**config.mk**
```make
export PLATFORM = sky130hd
export DESIGN_NAME = mips_multicycle_control
export DESIGN_NICKNAME = d
export VERILOG_FILES = /design/src/rtl/mips_ctrl_pkg.sv /design/src/rtl/mips_ctrl_output_decode.sv /design/src/rtl/mips_multicycle_control.sv
export SDC_FILE = /design/constraint.sdc
export NUM_CORES = 1
export LEC_CHECK = 0
export BUFFER_PORTS_ARGS = -buffer_cell sky130_fd_sc_hd__buf_2
export CAP_MARGIN = 5
export CORE_ASPECT_RATIO = 0.9
export CORE_UTILIZATION = 30
export DETAILED_ROUTE_END_ITERATION = 8
export PLACE_DENSITY = 0.65
export SLEW_MARGIN = 10
export SYNTH_ARGS = -nofsm -noshare
export SYNTH_HDL_FRONTEND = slang
export SYNTH_SLANG_ARGS = --single-unit
```
**constraint.sdc**
```tcl
create_clock -name clk -period 3.1 [get_ports clk]
set_input_delay 0.31 -clock clk [delete_from_list [all_inputs] [get_ports clk]]
set_output_delay 0.31 -clock clk [all_outputs]
set_load 0.01 [all_outputs]
```
**src/rtl/mips_ctrl_pkg.sv**
```systemverilog
// Shared encodings for the multi-cycle MIPS controller: states, opcodes, and
// datapath select values.
package mips_ctrl_pkg;

    typedef enum logic [3:0] {
        StFetch,
        StDecode,
        StMemAddr,
        StMemRd,
        StMemWb,
        StMemWr,
        StRExec,
        StRWb,
        StIExec,
        StIWb,
        StBranch,
        StJump,
        StJal,
        StJr
    } state_e;

    localparam logic [5:0] R_TYPE   = 6'h00;
    localparam logic [5:0] ADDI     = 6'h08;
    localparam logic [5:0] ORI      = 6'h0D;
    localparam logic [5:0] LW       = 6'h23;
    localparam logic [5:0] SW       = 6'h2B;
    localparam logic [5:0] BEQ      = 6'h04;
    localparam logic [5:0] BNE      = 6'h05;
    localparam logic [5:0] J        = 6'h02;
    localparam logic [5:0] JAL      = 6'h03;
    localparam logic [5:0] JR_FUNCT = 6'h08;

    localparam logic [2:0] ALU_ADD   = 3'b000;
    localparam logic [2:0] ALU_SUB   = 3'b001;
    localparam logic [2:0] ALU_ADDI  = 3'b100;
    localparam logic [2:0] ALU_ORI   = 3'b101;
    localparam logic [2:0] ALU_RTYPE = 3'b111;

    localparam logic [1:0] PC_SRC_ALU    = 2'd0;
    localparam logic [1:0] PC_SRC_ALUOUT = 2'd1;
    localparam logic [1:0] PC_SRC_JUMP   = 2'd2;
    localparam logic [1:0] PC_SRC_RS     = 2'd3;

    localparam logic [1:0] REG_DST_RT = 2'd0;
    localparam logic [1:0] REG_DST_RD = 2'd1;
    localparam logic [1:0] REG_DST_RA = 2'd2;

    localparam logic [1:0] MEM_TO_REG_ALUOUT = 2'd0;
    localparam logic [1:0] MEM_TO_REG_MDR    = 2'd1;
    localparam logic [1:0] MEM_TO_REG_PC     = 2'd2;

    localparam logic [1:0] SRC_B_RT        = 2'd0;
    localparam logic [1:0] SRC_B_FOUR      = 2'd1;
    localparam logic [1:0] SRC_B_IMM       = 2'd2;
    localparam logic [1:0] SRC_B_IMM_SHIFT = 2'd3;

    typedef struct packed {
        logic       pc_write;
        logic       iord;
        logic       mem_read;
        logic       mem_write;
        logic       ir_write;
        logic [1:0] reg_dst;
        logic [1:0] mem_to_reg;
        logic       reg_write;
        logic       alu_src_a;
        logic [1:0] alu_src_b;
        logic [2:0] alu_op;
        logic [1:0] pc_source;
        logic       done;
        logic       illegal;
    } ctrl_t;

    function automatic logic is_legal(input logic [5:0] opcode);
        case (opcode)
            R_TYPE, ADDI, ORI, LW, SW, BEQ, BNE, J, JAL: is_legal = 1'b1;
            default:                                     is_legal = 1'b0;
        endcase
    endfunction

endpackage

```
**src/rtl/mips_ctrl_output_decode.sv**
```systemverilog
// Combinational map from controller state (plus opcode, zero flag and memory
// ready) to every datapath control signal.
module mips_ctrl_output_decode
    import mips_ctrl_pkg::*;
(
    input  state_e     state,
    input  logic [5:0] opcode,
    input  logic       zero,
    input  logic       mem_ready,
    output ctrl_t      ctrl
);

    always_comb begin
        ctrl = '0;
        unique case (state)
            StFetch: begin
                ctrl.mem_read  = 1'b1;
                ctrl.alu_src_b = SRC_B_FOUR;
                ctrl.alu_op    = ALU_ADD;
                ctrl.pc_source = PC_SRC_ALU;
                ctrl.ir_write  = mem_ready;
                ctrl.pc_write  = mem_ready;
            end
            StDecode: begin
                // Branch target lands in ALUOut while the opcode is dispatched.
                ctrl.alu_src_b = SRC_B_IMM_SHIFT;
                ctrl.alu_op    = ALU_ADD;
                ctrl.illegal   = ~is_legal(opcode);
            end
            StMemAddr: begin
                ctrl.alu_src_a = 1'b1;
                ctrl.alu_src_b = SRC_B_IMM;
                ctrl.alu_op    = ALU_ADD;
            end
            StMemRd: begin
                ctrl.mem_read = 1'b1;
                ctrl.iord     = 1'b1;
            end
            StMemWb: begin
                ctrl.reg_write  = 1'b1;
                ctrl.reg_dst    = REG_DST_RT;
                ctrl.mem_to_reg = MEM_TO_REG_MDR;
                ctrl.done       = 1'b1;
            end
            StMemWr: begin
                ctrl.mem_write = 1'b1;
                ctrl.iord      = 1'b1;
                ctrl.done      = mem_ready;
            end
            StRExec: begin
                ctrl.alu_src_a = 1'b1;
                ctrl.alu_src_b = SRC_B_RT;
                ctrl.alu_op    = ALU_RTYPE;
            end
            StRWb: begin
                ctrl.reg_write  = 1'b1;
                ctrl.reg_dst    = REG_DST_RD;
                ctrl.mem_to_reg = MEM_TO_REG_ALUOUT;
                ctrl.done       = 1'b1;
            end
            StIExec: begin
                ctrl.alu_src_a = 1'b1;
                ctrl.alu_src_b = SRC_B_IMM;
                ctrl.alu_op    = (opcode == ORI) ? ALU_ORI : ALU_ADDI;
            end
            StIWb: begin
                ctrl.reg_write  = 1'b1;
                ctrl.reg_dst    = REG_DST_RT;
                ctrl.mem_to_reg = MEM_TO_REG_ALUOUT;
                ctrl.done       = 1'b1;
            end
            StBranch: begin
                ctrl.alu_src_a = 1'b1;
                ctrl.alu_src_b = SRC_B_RT;
                ctrl.alu_op    = ALU_SUB;
                ctrl.pc_source = PC_SRC_ALUOUT;
                ctrl.pc_write  = (opcode == BNE) ? ~zero : zero;
                ctrl.done      = 1'b1;
            end
            StJump: begin
                ctrl.pc_source = PC_SRC_JUMP;
                ctrl.pc_write  = 1'b1;
                ctrl.done      = 1'b1;
            end
            StJal: begin
                // PC already holds PC+4, which is the return address for $31.
                ctrl.pc_source  = PC_SRC_JUMP;
                ctrl.pc_write   = 1'b1;
                ctrl.reg_write  = 1'b1;
                ctrl.reg_dst    = REG_DST_RA;
                ctrl.mem_to_reg = MEM_TO_REG_PC;
                ctrl.done       = 1'b1;
            end
            StJr: begin
                ctrl.pc_source = PC_SRC_RS;
                ctrl.pc_write  = 1'b1;
                ctrl.done      = 1'b1;
            end
            default: ctrl = '0;
        endcase
    end

endmodule

```
**src/rtl/mips_multicycle_control.sv**
```systemverilog
// Multi-cycle MIPS sequencing controller: state register, next-state logic and
// reset gating of the write strobes.
module mips_multicycle_control
    import mips_ctrl_pkg::*;
(
    input  logic       clk,
    input  logic       reset,
    input  logic [5:0] opcode_i,
    input  logic [5:0] funct_i,
    input  logic       zero_i,
    input  logic       mem_ready_i,
    output logic       pc_write_o,
    output logic       iord_o,
    output logic       mem_read_o,
    output logic       mem_write_o,
    output logic       ir_write_o,
    output logic [1:0] reg_dst_o,
    output logic [1:0] mem_to_reg_o,
    output logic       reg_write_o,
    output logic       alu_src_a_o,
    output logic [1:0] alu_src_b_o,
    output logic [2:0] alu_op_o,
    output logic [1:0] pc_source_o,
    output logic       instr_done_o,
    output logic       illegal_o
);

    state_e state_q, state_d;
    ctrl_t  ctrl;

    always_ff @(posedge clk) begin
        if (reset) begin
            state_q <= StFetch;
        end else begin
            state_q <= state_d;
        end
    end

    always_comb begin
        state_d = state_q;
        case (state_q)
            StFetch:   if (mem_ready_i) state_d = StDecode;
            StDecode: begin
                case (opcode_i)
                    R_TYPE:    state_d = (funct_i == JR_FUNCT) ? StJr : StRExec;
                    ADDI, ORI: state_d = StIExec;
                    LW, SW:    state_d = StMemAddr;
                    BEQ, BNE:  state_d = StBranch;
                    J:         state_d = StJump;
                    JAL:       state_d = StJal;
                    default:   state_d = StFetch;
                endcase
            end
            StMemAddr: state_d = (opcode_i == SW) ? StMemWr : StMemRd;
            StMemRd:   if (mem_ready_i) state_d = StMemWb;
            StMemWr:   if (mem_ready_i) state_d = StFetch;
            StRExec:   state_d = StRWb;
            StIExec:   state_d = StIWb;
            default:   state_d = StFetch;
        endcase
    end

    mips_ctrl_output_decode u_output_decode (
        .state     (state_q),
        .opcode    (opcode_i),
        .zero      (zero_i),
        .mem_ready (mem_ready_i),
        .ctrl      (ctrl)
    );

    // Write-type strobes are suppressed while reset is held so no state is
    // committed in the cycle the controller is being pulled back to FETCH.
    always_comb begin
        pc_write_o   = ctrl.pc_write & ~reset;
        ir_write_o   = ctrl.ir_write & ~reset;
        reg_write_o  = ctrl.reg_write & ~reset;
        mem_write_o  = ctrl.mem_write & ~reset;
        instr_done_o = ctrl.done & ~reset;
        illegal_o    = ctrl.illegal & ~reset;
        iord_o       = ctrl.iord;
        mem_read_o   = ctrl.mem_read;
        reg_dst_o    = ctrl.reg_dst;
        mem_to_reg_o = ctrl.mem_to_reg;
        alu_src_a_o  = ctrl.alu_src_a;
        alu_src_b_o  = ctrl.alu_src_b;
        alu_op_o     = ctrl.alu_op;
        pc_source_o  = ctrl.pc_source;
    end

endmodule
```
Word level (Yosys, flattened, before mapping)
Cells that the tools add are included.
{"block": "classes", "bitwise_logic": 9, "muxes": 22, "n_eq_ne": 25, "reduce_logical": 13}
{"op": "5-bit case mux with 6 select lines", "count": 1}
{"op": "4-bit case mux with 7 select lines", "count": 1}
{"op": "4-bit equality test, second input constant", "count": 6}
{"op": "4-bit case mux with 6 select lines", "count": 1}
{"op": "5-bit case mux with 4 select lines", "count": 1}
{"op": "6-bit by 4-bit equality test with 1-bit output, second input constant", "count": 3}
{"op": "4-bit by 3-bit equality test with 1-bit output, second input constant", "count": 4}
{"op": "4-bit two-way mux", "count": 4}
{"op": "6-bit by 2-bit equality test with 1-bit output, second input constant", "count": 2}
{"op": "6-bit by 3-bit equality test with 1-bit output, second input constant", "count": 2}
{"op": "6-bit equality test, second input constant", "count": 2}
{"op": "2-bit OR reduction", "count": 6}
{"op": "1-bit two-way mux", "count": 10}
{"op": "9-bit OR reduction", "count": 1}
{"op": "4-bit by 2-bit equality test with 1-bit output, second input constant", "count": 2}
{"op": "7-bit OR reduction", "count": 1}
{"op": "1-bit AND", "count": 6}
{"op": "6-bit logical NOT", "count": 1}
{"op": "2-bit != test, second input constant", "count": 3}
{"op": "2-bit case mux with 3 select lines", "count": 1}
{"op": "4-bit by 1-bit equality test with 1-bit output, second input constant", "count": 1}
{"op": "4-bit logical NOT", "count": 1}
{"op": "4-bit OR reduction", "count": 1}
{"op": "3-bit two-way mux", "count": 1}
{"op": "other kinds (5)", "count": 7}
{"block": "totals", "output_inout_bits": 20, "elab_cells": 70, "inputBits": 16, "register_bits": 4}

Depth between registers and ports, before layout
{"block": "depth", "word_depth": 7, "mapped_depth": 6, "depth_no_buf": 5}

By module
A second synthesis with hierarchy kept.
{"block": "hier_totals", "cells_unflattened": 140, "area_unflattened_um2": 890.9}
{"module": "mips_multicycle_control", "area_per_inst_um2": 546.8, "n_inst": 1, "cells_each": 82}
{"module": "mips_ctrl_output_decode", "area_per_inst_um2": 344.1, "n_inst": 1, "cells_each": 58}

Worst setup path after synthesis
OpenSTA, ideal clock, no wires.
{"block": "synth_timing", "kind": "flip-flop to output port", "from": "register state_q[1]", "to": "output illegal_o", "stages_incl_launch_ff": 4, "path_buffers": 1, "path_slack_ps": 1511, "required_time_ps": 2790, "arrival_ps": 1279, "cell_sequence": "dfxtp_1 buf_2 or3_1 nor4_1"}
{"block": "synth_between", "elab_chain_len": 3}
{"element": "start: declaration", "line_no": "mips_multicycle_control.sv:28", "rtl": "state_e state_q, state_d;"}
{"element": "start signal: assignment", "line_no": "mips_multicycle_control.sv:33", "rtl": "state_q <= StFetch;"}
{"element": "start signal: assignment", "line_no": "mips_multicycle_control.sv:35", "rtl": "state_q <= state_d;"}
{"element": "4-bit by 1-bit equality test with 1-bit output", "line_no": "mips_ctrl_output_decode.sv:15", "rtl": "unique case (state)"}
{"element": "1-bit two-way mux", "line_no": "mips_ctrl_output_decode.sv:15"}
{"element": "1-bit AND", "line_no": "mips_multicycle_control.sv:79", "rtl": "illegal_o = ctrl.illegal & ~reset;"}
{"element": "end: declaration", "line_no": "mips_multicycle_control.sv:25", "rtl": "output logic illegal_o"}
Every way passes these cells.

Worst setup path after layout
{"block": "layout_timing", "from": "register state_q[1]", "to": "output reg_write_o"}
{"block": "layout_between", "elab_chain_len": 3}
{"element": "4-bit equality test or 4-bit by 3-bit equality test with 1-bit output (tied branches)", "line_no": "mips_ctrl_output_decode.sv:15"}
{"element": "5-bit case mux with 4 select lines (*)", "line_no": "mips_ctrl_output_decode.sv:15"}
{"element": "1-bit AND (*)", "line_no": "mips_multicycle_control.sv:76", "rtl": "reg_write_o = ctrl.reg_write & ~reset;"}
{"element": "end: declaration", "line_no": "mips_multicycle_control.sv:19", "rtl": "output logic reg_write_o,"}
Every way passes the cells marked *; elsewhere a longest branch is shown, timed or not.

==> impl_table.tex <==
\begin{tabular}{lr}
\hline
Metric & Value \\
\hline
\multicolumn{2}{l}{\textbf{Run status}} \\
Status & finished clean \\
\multicolumn{2}{l}{\textbf{Finish}} \\
Flip-flop count of the largest register after layout & 4 \\
Antenna Diode Count & 0 \\
Fraction of final layout cells sized beyond drive strength 1 & 34.44\% \\
Area grow syn2layout & 17.68\% \\
Fin area & 1016 um2 \\
Register ranked first by flip-flop count & state\_q \\
Top flop regs & state\_q: 4 flops \\
Final \#Nets & 169 \\
\multicolumn{2}{l}{\textbf{Drt}} \\
Detailed-routing iteration count for the pre-antenna-repair pass & 4 \\
Number of vias per cell & 5.236 \\
Wirelength, routed & 2225 um \\
Average detailed-routed wire length per instance & 11.65 um \\
ANT nets after route & 0 \\
DRC errors left & 0 \\
DRT iter0 DRCs & 65 \\
Total via count in the routed design & 1,000 \\
\multicolumn{2}{l}{\textbf{Clocking}} \\
Clk\_lat worst skew & 0.24 ns \\
CTS Buf Count & 3 \\
Clock tree from TritonCTS & done \\
Quantity of hold-fixing buffers added after cts & 0 \\
Clock tree root buffer cell & clkbuf\_4 \\
Clock-pin slew on the worst setup and hold paths & 0.04 ns \\
H-tree lvl count & 1 \\
Buffers from clock root to sink, at most & 2 \\
Post-CTS setup buffers & 0 \\
Number of sinks handled by clock tree synthesis & 4 \\
CTS resizes & 0 \\
\multicolumn{2}{l}{\textbf{Power and ir drop}} \\
Power per cell area & 204.9 nW/um2 \\
Portion of total power attributed to the clock network & 33.0\% \\
Int Pwr & 0.1327 mW \\
Worst supply voltage drop on vdd & 0.0001242 V \\
Relative contribution of sequential cells to total power & 28.8\% \\
Total power & 0.2081 mW \\
Leakage power total & 0.4190 nW \\
Net switching fraction of the power & 36.25\% \\
Share of total power in combinational logic & 38.2\% \\
Switching component of the power & 0.07546 mW \\
\multicolumn{2}{l}{\textbf{Global route}} \\
Overall routing resource usage & 16.35\% \\
Antenna violations before repair & 0 \\
Pin count of the biggest net entering global routing & 26 \\
Wire length of the first global-routing pass & 3905 um \\
Grt ovf & 0 \\
Via count of the first global-routing pass & 916 \\
\multicolumn{2}{l}{\textbf{Worst setup path}} \\
Arrival time of the worst setup path & 2.00 ns \\
CP max stage cell & dfxtp\_1 \\
Ordered list of cells on the worst path & nor2b\_1 -> a21oi\_1 -> o32a\_1 -> nor2\_1 -> buf\_2 \\
CP required & 2.79 ns \\
Kind of cell with the highest combined delay on the critical path & flip-flops \\
Biggest cell delay along the critical path & 0.85 ns \\
Buffering stage count on the worst path with inverters included & 1 \\
Type of origin of the critical path & flip-flop \\
Element type at the critical path end & primary output \\
Maximum fanout encountered on the critical timing path & 25 \\
Critical Setup Path Class & flip-flop to primary output \\
\multicolumn{2}{l}{\textbf{Floorplan}} \\
Floorplan die height & 52.89 um \\
Horizontal extent of the die & 58.55 um \\
Effective utilization at floorplan & 31.42\% \\
Number of rows in the core area & 18 \\
Core Footprint & 2748 um2 \\
Num ports & 36 \\
Full die area & 3096 um2 \\
\multicolumn{2}{l}{\textbf{Synth}} \\
Total of warnings raised by yosys & 0 \\
Sequential area share after synthesis & 9.275\% \\
Synth Area per Inst & 6.907 um2 \\
Flip-flop and latch count after synthesis & 4 \\
Prevailing post-synth register cell & dfxtp\_1 \\
Number of enable flip-flop cells after synthesis & 0 \\
Post-synth cell types & 53 \\
Async set-reset flop share out of synthesis & 0\% \\
Area of the mapped netlist & 863.3 um2 \\
Syn Nets & 141 \\
Mapped Cells & 125 \\
\multicolumn{2}{l}{\textbf{STA}} \\
Relative slew margins & 44.50\% \\
Number of hold violations in the final report & 0 \\
Min Tclk post-route & 2.308 ns \\
Max Clk Rate & 433.3 MHz \\
Worst Tran Pin Value & 0.8314 ns \\
Max Clock Skew & 0.002890 ns \\
Setup repair after global routing missed its margin & no \\
Final period utilization & 74.45\% \\
Final count of pins violating max slew & 0 \\
Number of setup violations in the final report & 0 \\
Total negative slack & 0 ns \\
\multicolumn{2}{l}{\textbf{Placement}} \\
Placed cell areas & 993.5 um2 \\
Weighted congestion at the end of routability-driven global placement & 0.7986 \\
Detailed placer's ending HPWL & 1637 um \\
Port Buffer Count & 35 \\
\multicolumn{2}{l}{\textbf{Hold path}} \\
Worst hold path type & input port to flip-flop \\
\multicolumn{2}{l}{\textbf{Flow run}} \\
Number of maximum-capacitance violations & 0 \\
\hline
\end{tabular}
cells in the final DEF, fill, tap and decap left out, types with 2 or more instances in the layout:
| master | instances |
|---|---|
| dfxtp_1 | 4 |
| o21ai_0 | 3 |
| o21ai_1 | 5 |
| xnor2_1 | 2 |
| buf_2 | 35 |
| inv_1 | 4 |
| mux2i_1 | 3 |
| clkbuf_4 | 3 |
| nor2b_1 | 4 |
| nor3_1 | 6 |
| or3_1 | 2 |
| nand4b_1 | 2 |
| a21oi_1 | 12 |
| a211oi_2 | 2 |
| nand2_1 | 10 |
| nor2_1 | 20 |
| o22a_2 | 2 |
cells in the mapped netlist, types with 2 or more instances:
cell type | instances | share of area, %
buf_2 | 3 | 1.7
o21ai_0 | 3 | 1.7
nor2_1 | 20 | 8.7
a211oi_2 | 2 | 2.9
xnor2_1 | 2 | 2.0
inv_1 | 4 | 1.7
o22a_2 | 2 | 2.3
clkbuf_1 | 2 | 0.87
mux2i_1 | 3 | 3.5
dfxtp_1 | 4 | 9.3
o21ai_1 | 5 | 2.9
or3_1 | 2 | 1.4
nor3_1 | 6 | 3.5
nand2_1 | 10 | 4.3
a21oi_1 | 12 | 7.0
buf_6 | 4 | 5.2
nor2b_1 | 4 | 2.9
nand4b_1 | 2 | 2.0
power groups by stage:
stage / Sequential [mW] / Clock [mW] / Combinational, mW
6_report: 0.0600 / 0.0686 / 0.0795
5_1_grt: 0.0607 / 0.0771 / 0.0889
4_1_cts: 0.0598 / 0.0705 / 0.0796
3_5_place_dp: 0.0607 / 0 / 0.0791
3_3_place_gp: 0.0606 / 0 / 0.0778
2_1_floorplan: 0.0561 / 0 / 0.0593
path summary, 6_finish.rpt:
path	cells past startpoint	slack, ns	to	startpoint
worst max-delay path	5	0.79	reg_write_o	state_q[1]
worst min-delay path	2	0.37	state_q[1]	reset
worst max register to register	5	1.29	state_q[2]	state_q[2]
worst min register to register	3	0.87	state_q[0]	state_q[0]
final cells by class:
class / instances / area [um2]
multi-input cells: 105 / 673.1
well taps: 40 / 50.05
repair buffers: 35 / 175.2
fillers: 309 / 1732
clock buffers: 3 / 22.52
inverters: 4 / 15.01
flip-flops and latches: 4 / 80.08
layer usage:
layer | GRT usage, % | part of all wire, % | vias up | routed length (um)
met5 | 0 | 0 | - | 0
met4 | 7.143 | 1.4 | 0 | 32
met3 | 2.445 | 6.3 | 3 | 141
met2 | 25.48 | 44 | 43 | 990
met1 | 22.24 | 48 | 442 | 1059
li1 | - | - | 512 | -
metrics by stage:
| stage | worst slack, ns | instances | util, % | hold slack (ns) |
|---|---|---|---|---|
| after global routing | 0.6063 | 191 | 36.98 | 0.3815 |
| after detailed placement | 1.075 | 188 | 36.16 | 0.6174 |
| after global placement | 1.149 | 188 | 36.16 | 0.6052 |
| final | 0.7921 | 191 | 36.98 | 0.3653 |
| after floorplan | 1.511 | 125 | - | 0.4983 |
| after CTS | 0.8068 | 191 | 36.98 | 0.3643 |
cells by family (layout without fill, tap and decap cells):
family / count (synthesis) / in the layout / synth area share (%)
xor gates and xnor gates: 2 / 2 / 2.029
AOI/OAI and AO/OA: 39 / 39 / 32.90
muxes: 3 / 3 / 3.478
DFF: 4 / 4 / 9.276
buffers and inverters: 16 / 42 / 12.75
and+or+nand+nor: 61 / 61 / 39.57
(Power assumes the default switching activity.)
